`config.mk`:
```
export PLATFORM = sky130hd
export DESIGN_NAME = axis_frame_bram_writer
export DESIGN_NICKNAME = d
export VERILOG_FILES = /design/src/rtl/axis_frame_bram_writer.sv
export SDC_FILE = /design/constraint.sdc
export NUM_CORES = 1
export LEC_CHECK = 0
export CORE_UTILIZATION = 30
export CTS_CLUSTER_SIZE = 40
export DETAILED_ROUTE_END_ITERATION = 8
export PLACE_DENSITY_LB_ADDON = 0.15
export RECOVER_POWER = 25
export SLEW_MARGIN = 20
export SYNTH_ARGS = -nofsm -noshare
export SYNTH_HDL_FRONTEND = slang
export SYNTH_SLANG_ARGS = --single-unit
```
`constraint.sdc`:
```
create_clock -name s00_axis_aclk -period 4.99 [get_ports s00_axis_aclk]
set_clock_uncertainty 0.15 [all_clocks]
set_input_delay 0.499 -clock s00_axis_aclk [delete_from_list [all_inputs] [get_ports s00_axis_aclk]]
set_output_delay 0.499 -clock s00_axis_aclk [all_outputs]
set_load 0.005 [all_outputs]
```
`src/rtl/axis_frame_bram_writer.sv`:
```
`default_nettype none
// ============================================================================
// Module   : axis_frame_bram_writer
// Brief    : AXI-Stream slave that writes one fixed-length D2Q9 lattice frame
//            (nine 16-bit lanes per beat, one cell per beat) into the nine
//            per-direction cell RAMs at sequential addresses. It flags framing
//            (tlast) errors and byte-strobe errors in sticky status bits.
// Revision : 1.0 - initial release
// ============================================================================
module axis_frame_bram_writer #(
    parameter int DATA_WIDTH    = 16,
    parameter int DEPTH         = 2500,
    // 2**ADDRESS_WIDTH must be >= DEPTH so the full frame fits in the RAMs
    parameter int ADDRESS_WIDTH = 12
) (
    input  logic                         s00_axis_aclk,
    input  logic                         s00_axis_aresetn,
    input  logic                         frame_accept,
    input  logic                         s00_axis_tvalid,
    output logic                         s00_axis_tready,
    input  logic [9*DATA_WIDTH-1:0]      s00_axis_tdata,
    input  logic [9*DATA_WIDTH/8-1:0]    s00_axis_tstrb,
    input  logic                         s00_axis_tlast,
    output logic                         wr_en,
    output logic [ADDRESS_WIDTH-1:0]     wr_addr,
    output logic [9*DATA_WIDTH-1:0]      wr_data,
    output logic                         busy,
    output logic                         frame_done,
    output logic                         tlast_err,
    output logic                         strb_err
);

    localparam int                       c_TDATA_W   = 9 * DATA_WIDTH;
    localparam int                       c_TSTRB_W   = c_TDATA_W / 8;
    localparam logic [ADDRESS_WIDTH-1:0] c_LAST_ADDR = ADDRESS_WIDTH'(DEPTH - 1);
    localparam logic [c_TSTRB_W-1:0]     c_STRB_ALL  = {c_TSTRB_W{1'b1}};

    typedef enum logic [1:0] {
        S_IDLE = 2'd0,
        S_RECV = 2'd1,
        S_DONE = 2'd2
    } state_t;

    state_t                   state_q, state_d;
    logic [ADDRESS_WIDTH-1:0] cnt_q, cnt_d;
    logic                     wr_en_q, wr_en_d;
    logic [ADDRESS_WIDTH-1:0] wr_addr_q, wr_addr_d;
    logic [c_TDATA_W-1:0]     wr_data_q, wr_data_d;
    logic                     tlast_err_q, tlast_err_d;
    logic                     strb_err_q, strb_err_d;

    logic w_in_recv;
    logic w_handshake;
    logic w_cnt_last;

    // Ready depends only on the state register, so tready has no path from tvalid.
    assign w_in_recv   = (state_q == S_RECV);
    assign w_handshake = w_in_recv & s00_axis_tvalid;
    assign w_cnt_last  = (cnt_q == c_LAST_ADDR);

    assign s00_axis_tready = w_in_recv;
    assign busy            = w_in_recv;
    // DONE lasts exactly one cycle and follows the terminating beat, so the
    // pulse lines up with the final registered write.
    assign frame_done      = (state_q == S_DONE);
    assign wr_en           = wr_en_q;
    assign wr_addr         = wr_addr_q;
    assign wr_data         = wr_data_q;
    assign tlast_err       = tlast_err_q;
    assign strb_err        = strb_err_q;

    // Next-state, beat counter, write-port capture and sticky error logic.
    always_comb begin
        state_d     = state_q;
        cnt_d       = cnt_q;
        wr_en_d     = 1'b0;
        wr_addr_d   = wr_addr_q;
        wr_data_d   = wr_data_q;
        tlast_err_d = tlast_err_q;
        strb_err_d  = strb_err_q;

        case (state_q)
            S_IDLE: begin
                if (frame_accept) begin
                    state_d     = S_RECV;
                    cnt_d       = '0;
                    tlast_err_d = 1'b0;
                    strb_err_d  = 1'b0;
                end
            end

            S_RECV: begin
                if (w_handshake) begin
                    wr_en_d   = 1'b1;
                    wr_addr_d = cnt_q;
                    wr_data_d = s00_axis_tdata;
                    cnt_d     = cnt_q + ADDRESS_WIDTH'(1);
                    // A frame ends on tlast or on the last cell, whichever
                    // comes first; the write count never exceeds DEPTH.
                    if (s00_axis_tlast || w_cnt_last) begin
                        state_d = S_DONE;
                    end
                    if (s00_axis_tlast != w_cnt_last) begin
                        tlast_err_d = 1'b1;
                    end
                    if (s00_axis_tstrb != c_STRB_ALL) begin
                        strb_err_d = 1'b1;
                    end
                end
            end

            S_DONE: begin
                state_d = S_IDLE;
            end

            default: begin
                state_d = S_IDLE;
            end
        endcase
    end

    // State and datapath registers; reset abandons any partial frame.
    always_ff @(posedge s00_axis_aclk or negedge s00_axis_aresetn) begin
        if (!s00_axis_aresetn) begin
            state_q     <= S_IDLE;
            cnt_q       <= '0;
            wr_en_q     <= 1'b0;
            wr_addr_q   <= '0;
            wr_data_q   <= '0;
            tlast_err_q <= 1'b0;
            strb_err_q  <= 1'b0;
        end else begin
            state_q     <= state_d;
            cnt_q       <= cnt_d;
            wr_en_q     <= wr_en_d;
            wr_addr_q   <= wr_addr_d;
            wr_data_q   <= wr_data_d;
            tlast_err_q <= tlast_err_d;
            strb_err_q  <= strb_err_d;
        end
    end

endmodule
`default_nettype wire

```
==> run_results.csv, run 1 <==
group,metric,value,unit
power,power_density,548,nW/um^2
clock_tree,cts_root_buf,"clkbuf_16",
floorplan,floorplan.initialDensity,0.309,
placement,hpwl,13.5,mm
clock_tree,cts_made_buffers,17,
floorplan,dieArea,23200,um^2
route,drt_iter0_drc,375,
power,p_clk_frac,0.217,
critical_path,crit_path_end_kind,"flip-flop",
yosys,synth_area_per_cell,8.97,um^2
floorplan,ios,329,
critical_path,r2r_cells,5,
cells_and_area,fin_util,0.494,
critical_path,cpPeakStageDelay,0.73,ns
clock_tree,cts_num_sinks,173,
yosys,syn-num-nets,925,
placement,io_buffers,328,
route,drt-pass1-iter-count,6,
floorplan,core-area,22000,um^2
power,p_int,0.00400,W
global_routing,use_met2,0.281,
placement,place_congestion,0.754,
floorplan,die_w,152,um
yosys,yosys_warnings,0,
clock_tree,clock_latency,0.43,ns
yosys,synthAdderAreaFrac,0.00369,
route,wirelength,20.2,mm
global_routing,antenna_found_initial,0,
yosys,synth_flop_cell,"dfrtp_1",
power,comb_power_share,0.395,
worst_hold_path,hold_end,"wr_data[89]",
yosys,yosysTopAreaCell,"dfrtp_1",
yosys,synth_most_common_cell,"nand2_1",
power,vdd.ir_drop.worst,0.000362,V
clock_tree,clk_pin_slew,0.07,ns
timing,finalSetupViolCount,0,
outcome,violations,"DRC",
critical_path,rr_startpoint,"state_q[1]",
power,power_frac_seq,0.388,
yosys,synth-simple-area-share,0.307,
yosys,synth-xor-area-share,0,
timing,fin_crit_sh,0.513,
global_routing,met3_usage,0.0685,
worst_hold_path,min_from,"wr_data[89]",
yosys,synth_top_area_frac,0.638,
route,dr_total_vias,5961,
critical_path,crit_family,"buffers and inverters",
timing,hold_viol,0,
route,vias_per_cell,4.37,
cells_and_area,drive_above_1_share,0.0360,
timing,setup_tns,0,ns
clock_tree,ctsHtreeMaxLevel,4,
yosys,synth_compound_area_frac,0.0144,
yosys,async_reset_ff_frac,1.00,
critical_path,crit_type,"in2reg",
placement,placed_area,10300,um^2
global_routing,met1_usage,0.236,
route,wire_per_inst,14.8,um
clock_tree,post_cts_resized,0,
yosys,ys_seq_area_frac,0.638,
timing,finalCriticalPeriod,2.56,ns
yosys,ys_ff_latch,173,
critical_path,critPathSlowestCell,"clkinvlp_2",
timing,drv_slew,0,
route,drc,28,
yosys,syn_inst,756,
critical_path,cp.arrival,2.69,ns
cells_and_area,areaGrowthSynthToFinish,60.1,%
critical_path,cp_max_fo,139,
worst_hold_path,whs_path_depth,2,
yosys,synth_common_cells,"478 x nand2_1, 173 x dfrtp_1, 22 x buf_2",
cells_and_area,final_cell_area,10900,um^2
yosys,synthMuxAreaShare,0.00738,
route,ant_nets,0,
placement,pre_cts_slack,2.41,ns
critical_path,crit_chain,"clkdlybuf4s50_1 > nand3b_1 > clkinvlp_2 > buf_12 > a21oi_1 > nor2_1",
clock_tree,post-cts-setup-buffers,0,
clock_tree,cts_tree,"built",
timing,final.setup.worst_slack,2.43,ns
timing,worst_pin_slew,1.02,ns
cells_and_area,nFillCells,2101,
critical_path,crit_cells,6,
timing,max-slew-margin-rel,0.316,
yosys,synth.distinct_cells,31,
critical_path,timing.rr.end,"tlast_err",
yosys,synth_area,6780,um^2
global_routing,grt_util_all_layers,0.182,
floorplan,fp.dieH,152,um
global_routing,overflow,0,
power,sw_frac_of_total,0.327,
timing,rsz0062_at_grt,"false",
floorplan,rows,54,
critical_path,required,5.12,ns
global_routing,grt_pass1_vias,5836,
yosys,synth_edf_count,0,
power,p_leak,5.28,nW
cells_and_area,diodes,0,
clock_tree,cts.path.max_buffers,2,
worst_hold_path,min_path_type,"reg2reg",
outcome,status,"finished with violations",
cells_and_area,nets,1239,
global_routing,grt_busiest_layer,"met2",
global_routing,grt_pass1_wl,33.0,mm
global_routing,grt_max_degree,163,
critical_path,cp-start-kind,"input pin",
critical_path,reg2reg_slack,2.44,ns
yosys,synth_top_family_by_area,"simple AND/OR/NAND/NOR gates",
timing,fmax,390,MHz
critical_path,path_buf_inv,3,
power,p_sw,0.00194,W
flow_run,drv_cap,0,
yosys,synthTopCellsByArea,"dfrtp_1 64%, nand2_1 26%, buf_2 1.6%",
[worst max-delay path by stage]
| stage | startpoint | endpoint | slack, ns |
|---|---|---|---|
| floorplan | cnt_q[0] | tlast_err | 3.32 |
| global placement | s00_axis_tvalid | strb_err | 2.44 |
| detailed placement | s00_axis_tvalid | strb_err | 2.41 |
| CTS | state_q[0] | s00_axis_tready | 2.50 |
| global route | state_q[1] | tlast_err | 2.16 |
| finish | s00_axis_tvalid | tlast_err | 2.43 |
[flip-flops by register name, indices dropped and copies added, names as in the netlist]
| register | flops |
|---|---|
| tlast_err | 1 |
| strb_err | 1 |
| wr_en | 1 |
| state_q | 2 |
| wr_addr | 12 |
| cnt_q | 12 |
| wr_data | 144 |
[what timing repair did]
item                       CTS  global route
hold buffers                 1             0
setup endpoints to repair    0             0
hold endpoints to repair    61             0
[metal layers]
| layer | vias to the layer above | wire (um) | part of all wire |
|---|---|---|---|
| met2 | 242 | 9000 | 0.45 |
| met4 | 0 | 274 | 0.014 |
| met1 | 2728 | 8620 | 0.43 |
| met3 | 22 | 2260 | 0.11 |
| met5 | - | 0 | 0 |
| li1 | 2969 | - | - |
[stage by stage]
step	cells	hold WS (ns)	total power [W]
global placement	1330	0.306	0.00473
global route	1363	0.335	0.00641
floorplan	756	0.0534	0.00315
finish	1363	0.318	0.00595
detailed placement	1330	0.311	0.00477
CTS	1363	0.328	0.00611
[power groups by stage]
| stage | clock (W) | sequential (W) | combinational (W) |
|---|---|---|---|
| floorplan | 0 | 0.00238 | 0.000777 |
| global placement | 0 | 0.00232 | 0.00241 |
| detailed placement | 0 | 0.00234 | 0.00244 |
| CTS | 0.00135 | 0.00232 | 0.00244 |
| global route | 0.00140 | 0.00240 | 0.00261 |
| finish | 0.00129 | 0.00231 | 0.00235 |
[placed cells by master (no fill, tap or decap), types with 2 or more instances in the layout]
master | Yosys | layout
nand3_1 | 6 | 6
a21oi_1 | 7 | 7
clkdlybuf4s50_1 | 0 | 294
buf_4 | 2 | 2
nor4_1 | 1 | 3
nand3b_1 | 2 | 2
nand4_1 | 5 | 5
nand2_1 | 478 | 478
or3_1 | 2 | 2
nor4b_1 | 1 | 2
inv_1 | 4 | 4
clkbuf_16 | 0 | 17
dfrtp_1 | 173 | 173
clkinv_4 | 0 | 4
nor2_1 | 2 | 2
mux2i_1 | 5 | 5
or4_1 | 4 | 4
buf_12 | 0 | 2
o21ai_0 | 5 | 5
ha_1 | 2 | 2
dlygate4sd3_1 | 0 | 34
inv_8 | 0 | 4
o31ai_1 | 5 | 5
nand2b_1 | 4 | 4
inv_6 | 0 | 3
[tightest hold or removal path: stages, from the launching register on]
cell,delay (ns)
dfrtp_1,0.34
nand2_1,0.05
nand2_1,0.05
[logic make-up after synthesis]
kind of cell / Yosys count
buf+inv: 43
flops: 173
mux: 5
simple gates: 516
compound gates: 17
fa+ha+maj: 2
[final cells by class]
| cell class | count | area [um^2] | area share |
|---|---|---|---|
| sequential | 173 | 4330 | 0.399 |
| timing repair buffer | 333 | 3350 | 0.309 |
| multi-input combinational | 540 | 2240 | 0.206 |
| clock buffer | 19 | 443 | 0.0408 |
| tap | 280 | 350 | 0.0323 |
| clock inverter | 13 | 128 | 0.0118 |
| inverter | 5 | 20.0 | 0.00184 |
Note: power is estimated with default switching activity, not from simulation.
==> run 2, diff against run 1 <==
==> constraint.sdc (replaced) <==
create_clock -name s00_axis_aclk -period 2.3 [get_ports s00_axis_aclk]
set_clock_uncertainty 0.15 [all_clocks]
set_input_delay 0.23 -clock s00_axis_aclk [delete_from_list [all_inputs] [get_ports s00_axis_aclk]]
set_output_delay 0.23 -clock s00_axis_aclk [all_outputs]
set_load 0.005 [all_outputs]
==> run 2 against run 1 <==
Net effect: the run still ends with DRC left; die area did not move; register-to-register slack got worse by 2.0 ns; final cell count increased by 0.29%; non-clock buffer count increased by 7; critical path depth fell by 4; largest power group unchanged.
==> run_results.csv, run 2 (synthesized netlist as in run 1, its figures left out) <==
group,metric,value,unit
outcome,status,"finished with violations",
outcome,violations,"DRC",
clock_tree,cts_made_buffers,17,
global_routing,grt_pass1_wl,33.4,mm
route,drt-pass1-iter-count,7,
route,vias_per_cell,4.38,
cells_and_area,fin_cells,1367,
floorplan,fp.dieH,152,um
clock_tree,cts_hold_buf,1,
power,p_sw,0.00416,W
power,power_frac_seq,0.379,
floorplan,ios,329,
global_routing,antenna_found_initial,0,
placement,io_buffers,328,
power,power_density,1210,nW/um^2
worst_hold_path,min_path_type,"in2reg",
global_routing,grt_pass1_vias,6032,
clock_tree,post-cts-setup-buffers,0,
floorplan,dieArea,23200,um^2
clock_tree,clock_latency,0.42,ns
critical_path,crit_type,"reg2out",
power,p_int,0.00908,W
route,dr_total_vias,5984,
power,p_leak,5.27,nW
timing,worst_pin_slew,1.36,ns
route,ant_nets,0,
cells_and_area,fin_util,0.500,
timing,drv_slew,0,
cells_and_area,final_common_cell,"nand2_1",
timing,fmax,464,MHz
global_routing,grt_util_all_layers,0.182,
power,sw_frac_of_total,0.314,
critical_path,crit_path_end_kind,"primary output",
power,vdd.ir_drop.worst,0.000474,V
flow_run,drv_cap,0,
route,drt_iter0_drc,392,
clock_tree,ctsHtreeMaxLevel,4,
critical_path,required,1.92,ns
critical_path,cp-start-kind,"flip-flop",
clock_tree,post_cts_resized,0,
global_routing,grt_max_degree,88,
floorplan,die_w,152,um
timing,rsz0062_at_grt,"false",
cells_and_area,largest_register_ffs,144,
route,drc,28,
global_routing,overflow,0,
power,p_clk_frac,0.224,
cells_and_area,nets,1246,
timing,finalCriticalPeriod,2.15,ns
floorplan,floorplan.initialDensity,0.309,
route,wirelength,20.2,mm
timing,finalSetupViolCount,0,
timing,max-slew-margin-rel,0.0960,
cells_and_area,areaGrowthSynthToFinish,61.8,%
critical_path,cp_max_fo,6,
cells_and_area,drive_above_1_share,0.0442,
clock_tree,cts_num_sinks,173,
placement,place_congestion,0.735,
timing,fin_crit_sh,0.936,
cells_and_area,diodes,0,
placement,place_inst,1337,
critical_path,cp.arrival,1.77,ns
floorplan,core-area,22000,um^2
cells_and_area,layout_common_cells,"478 x nand2_1, 327 x clkdlybuf4s50_1, 173 x dfrtp_1, 17 x clkbuf_16, 7 x a21oi_1",
route,wire_per_inst,14.8,um
floorplan,rows,54,
timing,setup_tns,0,ns
timing,hold_viol,0,
placement,hpwl,13.8,mm
clock_tree,clk_pin_slew,0.07,ns
power,comb_power_share,0.398,
clock_tree,cts_tree,"built",
clock_tree,cts_root_buf,"clkbuf_16",
clock_tree,cts.path.max_buffers,2,
==> run 2: cell count changes in the layout (fill, tap and decap cells not counted), sizes merged, moves of 3 or more <==
cell	previous run	this run
clkdlybuf4s50	294	327
bufinv	0	3
dlygate4sd3	34	1
clkinvlp	1	5
buf	5	9
clkinv	6	0
==> run 2: through the flow <==
stage / hold WS, ns / cell area [um^2] / setup WS, ns / power (W)
floorplan: -0.216 / 6780 / 0.627 / 0.00684
global placement: 0.0812 / 10400 / 0.0186 / 0.0103
detailed placement: 0.0789 / 10400 / 0.344 / 0.0104
CTS: 0.165 / 11000 / 0.0670 / 0.0134
global route: 0.163 / 11000 / 0.0530 / 0.0142
finish: 0.180 / 11000 / 0.147 / 0.0132
==> run 2: final cells by class <==
class                   instances  area [um^2]
inverters                       5         21.3
clock inverters                12          163
well taps                     280          350
repair buffers                340         3420
fillers                      2090        11000
clock buffers                  17          425
multi-input cells             540         2260
flip-flops and latches        173         4330
==> run 2: routing by layer <==
| metal | vias up | global-route usage | share of wire |
|---|---|---|---|
| met3 | 12 | 0.0557 | 0.10 |
| met5 | - | 0 | 0 |
| met2 | 245 | 0.283 | 0.45 |
| met4 | 0 | 0.0505 | 0.010 |
| met1 | 2763 | 0.245 | 0.44 |
| li1 | 2964 | - | - |
==> run 2: worst max-delay path, cell delays in order, from the launching register on <==
cell and delay (ns):
dfrtp_1 0.45, nor2b_1 0.33, clkdlybuf4s50_1 0.58
==> run 2: power by group through the flow <==
stage / sequential (W) / combinational (W) / clock (W)
floorplan: 0.00515 / 0.00169 / 0
global placement: 0.00503 / 0.00532 / 0
detailed placement: 0.00505 / 0.00536 / 0
CTS: 0.00503 / 0.00537 / 0.00304
global route: 0.00522 / 0.00585 / 0.00317
finish: 0.00501 / 0.00526 / 0.00296
==> run 2: worst paths after layout <==
| path | start | end | slack, ns | depth (start not counted) |
|---|---|---|---|---|
| max | state_q[0] | s00_axis_tready | 0.15 | 2 |
| min | s00_axis_tdata[126] | wr_data[126] | 0.18 | 3 |
| max reg2reg | cnt_q[0] | tlast_err | 0.43 | 7 |
| min reg2reg | wr_data[141] | wr_data[141] | 0.32 | 2 |
| max in group asynchronous | s00_axis_aresetn | wr_data[91] | 0.41 | 3 |
| min in group asynchronous | s00_axis_aresetn | wr_data[105] | 0.51 | 2 |
==> run 3, diff against run 2 <==
--- a/config.mk
+++ b/config.mk
@@ -10,7 +10,7 @@
 export DETAILED_ROUTE_END_ITERATION = 8
 export PLACE_DENSITY_LB_ADDON = 0.15
 export RECOVER_POWER = 25
-export SLEW_MARGIN = 20
+export REMOVE_ABC_BUFFERS = 1
 export SYNTH_ARGS = -nofsm -noshare
 export SYNTH_HDL_FRONTEND = slang
 export SYNTH_SLANG_ARGS = --single-unit
==> run 3 against run 2 <==
Net effect: the flow finishes with violations (DRC, capacitance limit, slew limit); clock-buffer cell count rose by 2; register-to-register slack got worse by 0.15 ns; setup slack improved by 0.13 ns; largest cell class unchanged; sequential power barely moved; critical endpoint is now cnt_q[3]; highest routed layer unchanged.
==> run_results.csv, run 3 (synthesized netlist as in run 1, its figures left out) <==
group,metric,value,unit
outcome,status,"finished with violations",
outcome,violations,"DRC, capacitance limit, slew limit",
route,vias_per_cell,4.36,
critical_path,cp-start-kind,"flip-flop",
floorplan,fp.dieH,152,um
critical_path,cp_max_fo,14,
timing,max-slew-margin-rel,-0.0919,
timing,fmax,495,MHz
cells_and_area,final_cell_area,11000,um^2
placement,hpwl,13.7,mm
power,p_leak,5.30,nW
timing,rsz0062_at_grt,"false",
critical_path,cp.arrival,2.22,ns
clock_tree,cts_num_sinks,173,
global_routing,grt_max_degree,93,
route,drt_iter0_drc,372,
timing,fin_crit_sh,0.879,
clock_tree,clock_latency,0.42,ns
timing,setup_tns,0,ns
critical_path,crit_type,"reg2reg",
cells_and_area,fin_cells,1374,
global_routing,grt_pass1_vias,5864,
floorplan,rows,54,
cells_and_area,final_common_cell,"nand2_1",
clock_tree,cts_tree,"built",
cells_and_area,nets,1250,
timing,worst_pin_slew,1.64,ns
route,wirelength,19.7,mm
timing,hold_viol,0,
floorplan,die_w,152,um
critical_path,crit_path_end_kind,"flip-flop",
critical_path,r2r_cells,3,
cells_and_area,nFillCells,2056,
route,dr_total_vias,5994,
clock_tree,cts_root_buf,"clkbuf_16",
cells_and_area,areaGrowthSynthToFinish,62.5,%
placement,placed_area,10500,um^2
route,drc,29,
global_routing,grt_pass1_wl,31.9,mm
cells_and_area,drive_above_1_share,0.0476,
power,vdd.ir_drop.worst,0.000458,V
clock_tree,cts.path.max_buffers,2,
placement,place_congestion,0.739,
timing,drv_slew,57,
worst_hold_path,min_path_type,"in2reg",
floorplan,ios,329,
route,drt-pass1-iter-count,7,
clock_tree,clk_pin_slew,0.07,ns
placement,place_inst,1341,
cells_and_area,fin_util,0.502,
cells_and_area,layout_common_cells,"478 x nand2_1, 327 x clkdlybuf4s50_1, 173 x dfrtp_1, 17 x clkbuf_16, 9 x buf_12",
global_routing,grt_util_all_layers,0.174,
route,ant_nets,0,
critical_path,required,2.50,ns
clock_tree,ctsHtreeMaxLevel,4,
route,wire_per_inst,14.3,um
clock_tree,cts_hold_buf,1,
critical_path,reg2reg_slack,0.28,ns
placement,pre_cts_slack,0.104,ns
timing,final.setup.worst_slack,0.278,ns
timing,finalSetupViolCount,0,
flow_run,drv_cap,1,
timing,finalCriticalPeriod,2.02,ns
global_routing,overflow,0,
power,power_density,1180,nW/um^2
placement,io_buffers,328,
cells_and_area,largest_register_ffs,144,
floorplan,dieArea,23200,um^2
worst_hold_path,whs_path_depth,3,
global_routing,antenna_found_initial,1,
floorplan,core-area,22000,um^2
floorplan,floorplan.initialDensity,0.309,
clock_tree,post-cts-setup-buffers,0,
clock_tree,cts_made_buffers,17,
clock_tree,post_cts_resized,0,
run 3: final cells by class:
class                   instances  area (um^2)  share of cell area
flip-flops and latches        173         4330               0.393
repair buffers                344         3510               0.319
multi-input cells             540         2250               0.205
clock buffers                  19          443              0.0402
well taps                     280          350              0.0318
clock inverters                12          104             0.00943
inverters                       5         21.3             0.00193
diodes                          1         2.50            0.000227
run 3: critical path: stages, from the launching register on:
cell and delay, ns:
dfrtp_1 0.44, mux2i_1 0.98, o21ai_0 0.23, a21oi_1 0.16
run 3: report_power, final:
part / leakage [nW] / internal [W] / switching, W
Combinational: 2.87 / 0.00309 / 0.00220
Clock: 0.259 / 0.00143 / 0.00129
Sequential: 2.17 / 0.00433 / 0.000675
run 3: through the flow:
step,hold WS [ns],total power [W]
6_report,0.178,0.0130
5_1_grt,0.164,0.0140
4_1_cts,0.154,0.0132
3_5_place_dp,0.121,0.0104
3_3_place_gp,0.130,0.0104
2_1_floorplan,-0.216,0.00683
run 3: worst paths after layout:
check,start,end
min in group asynchronous,s00_axis_aresetn,wr_data[142]
hold / removal,s00_axis_tdata[134],wr_data[134]
max in group asynchronous,s00_axis_aresetn,wr_data[10]
hold reg to reg,wr_data[4],wr_data[4]
setup / recovery,state_q[0],cnt_q[3]
setup reg to reg,state_q[0],cnt_q[3]
run 3: metal layers:
metal,GRT usage,vias up,share of wire
met3,0.0495,19,0.089
met4,0.0569,0,0.016
met2,0.279,224,0.46
met1,0.226,2768,0.43
met5,0,-,0
li1,-,2983,-
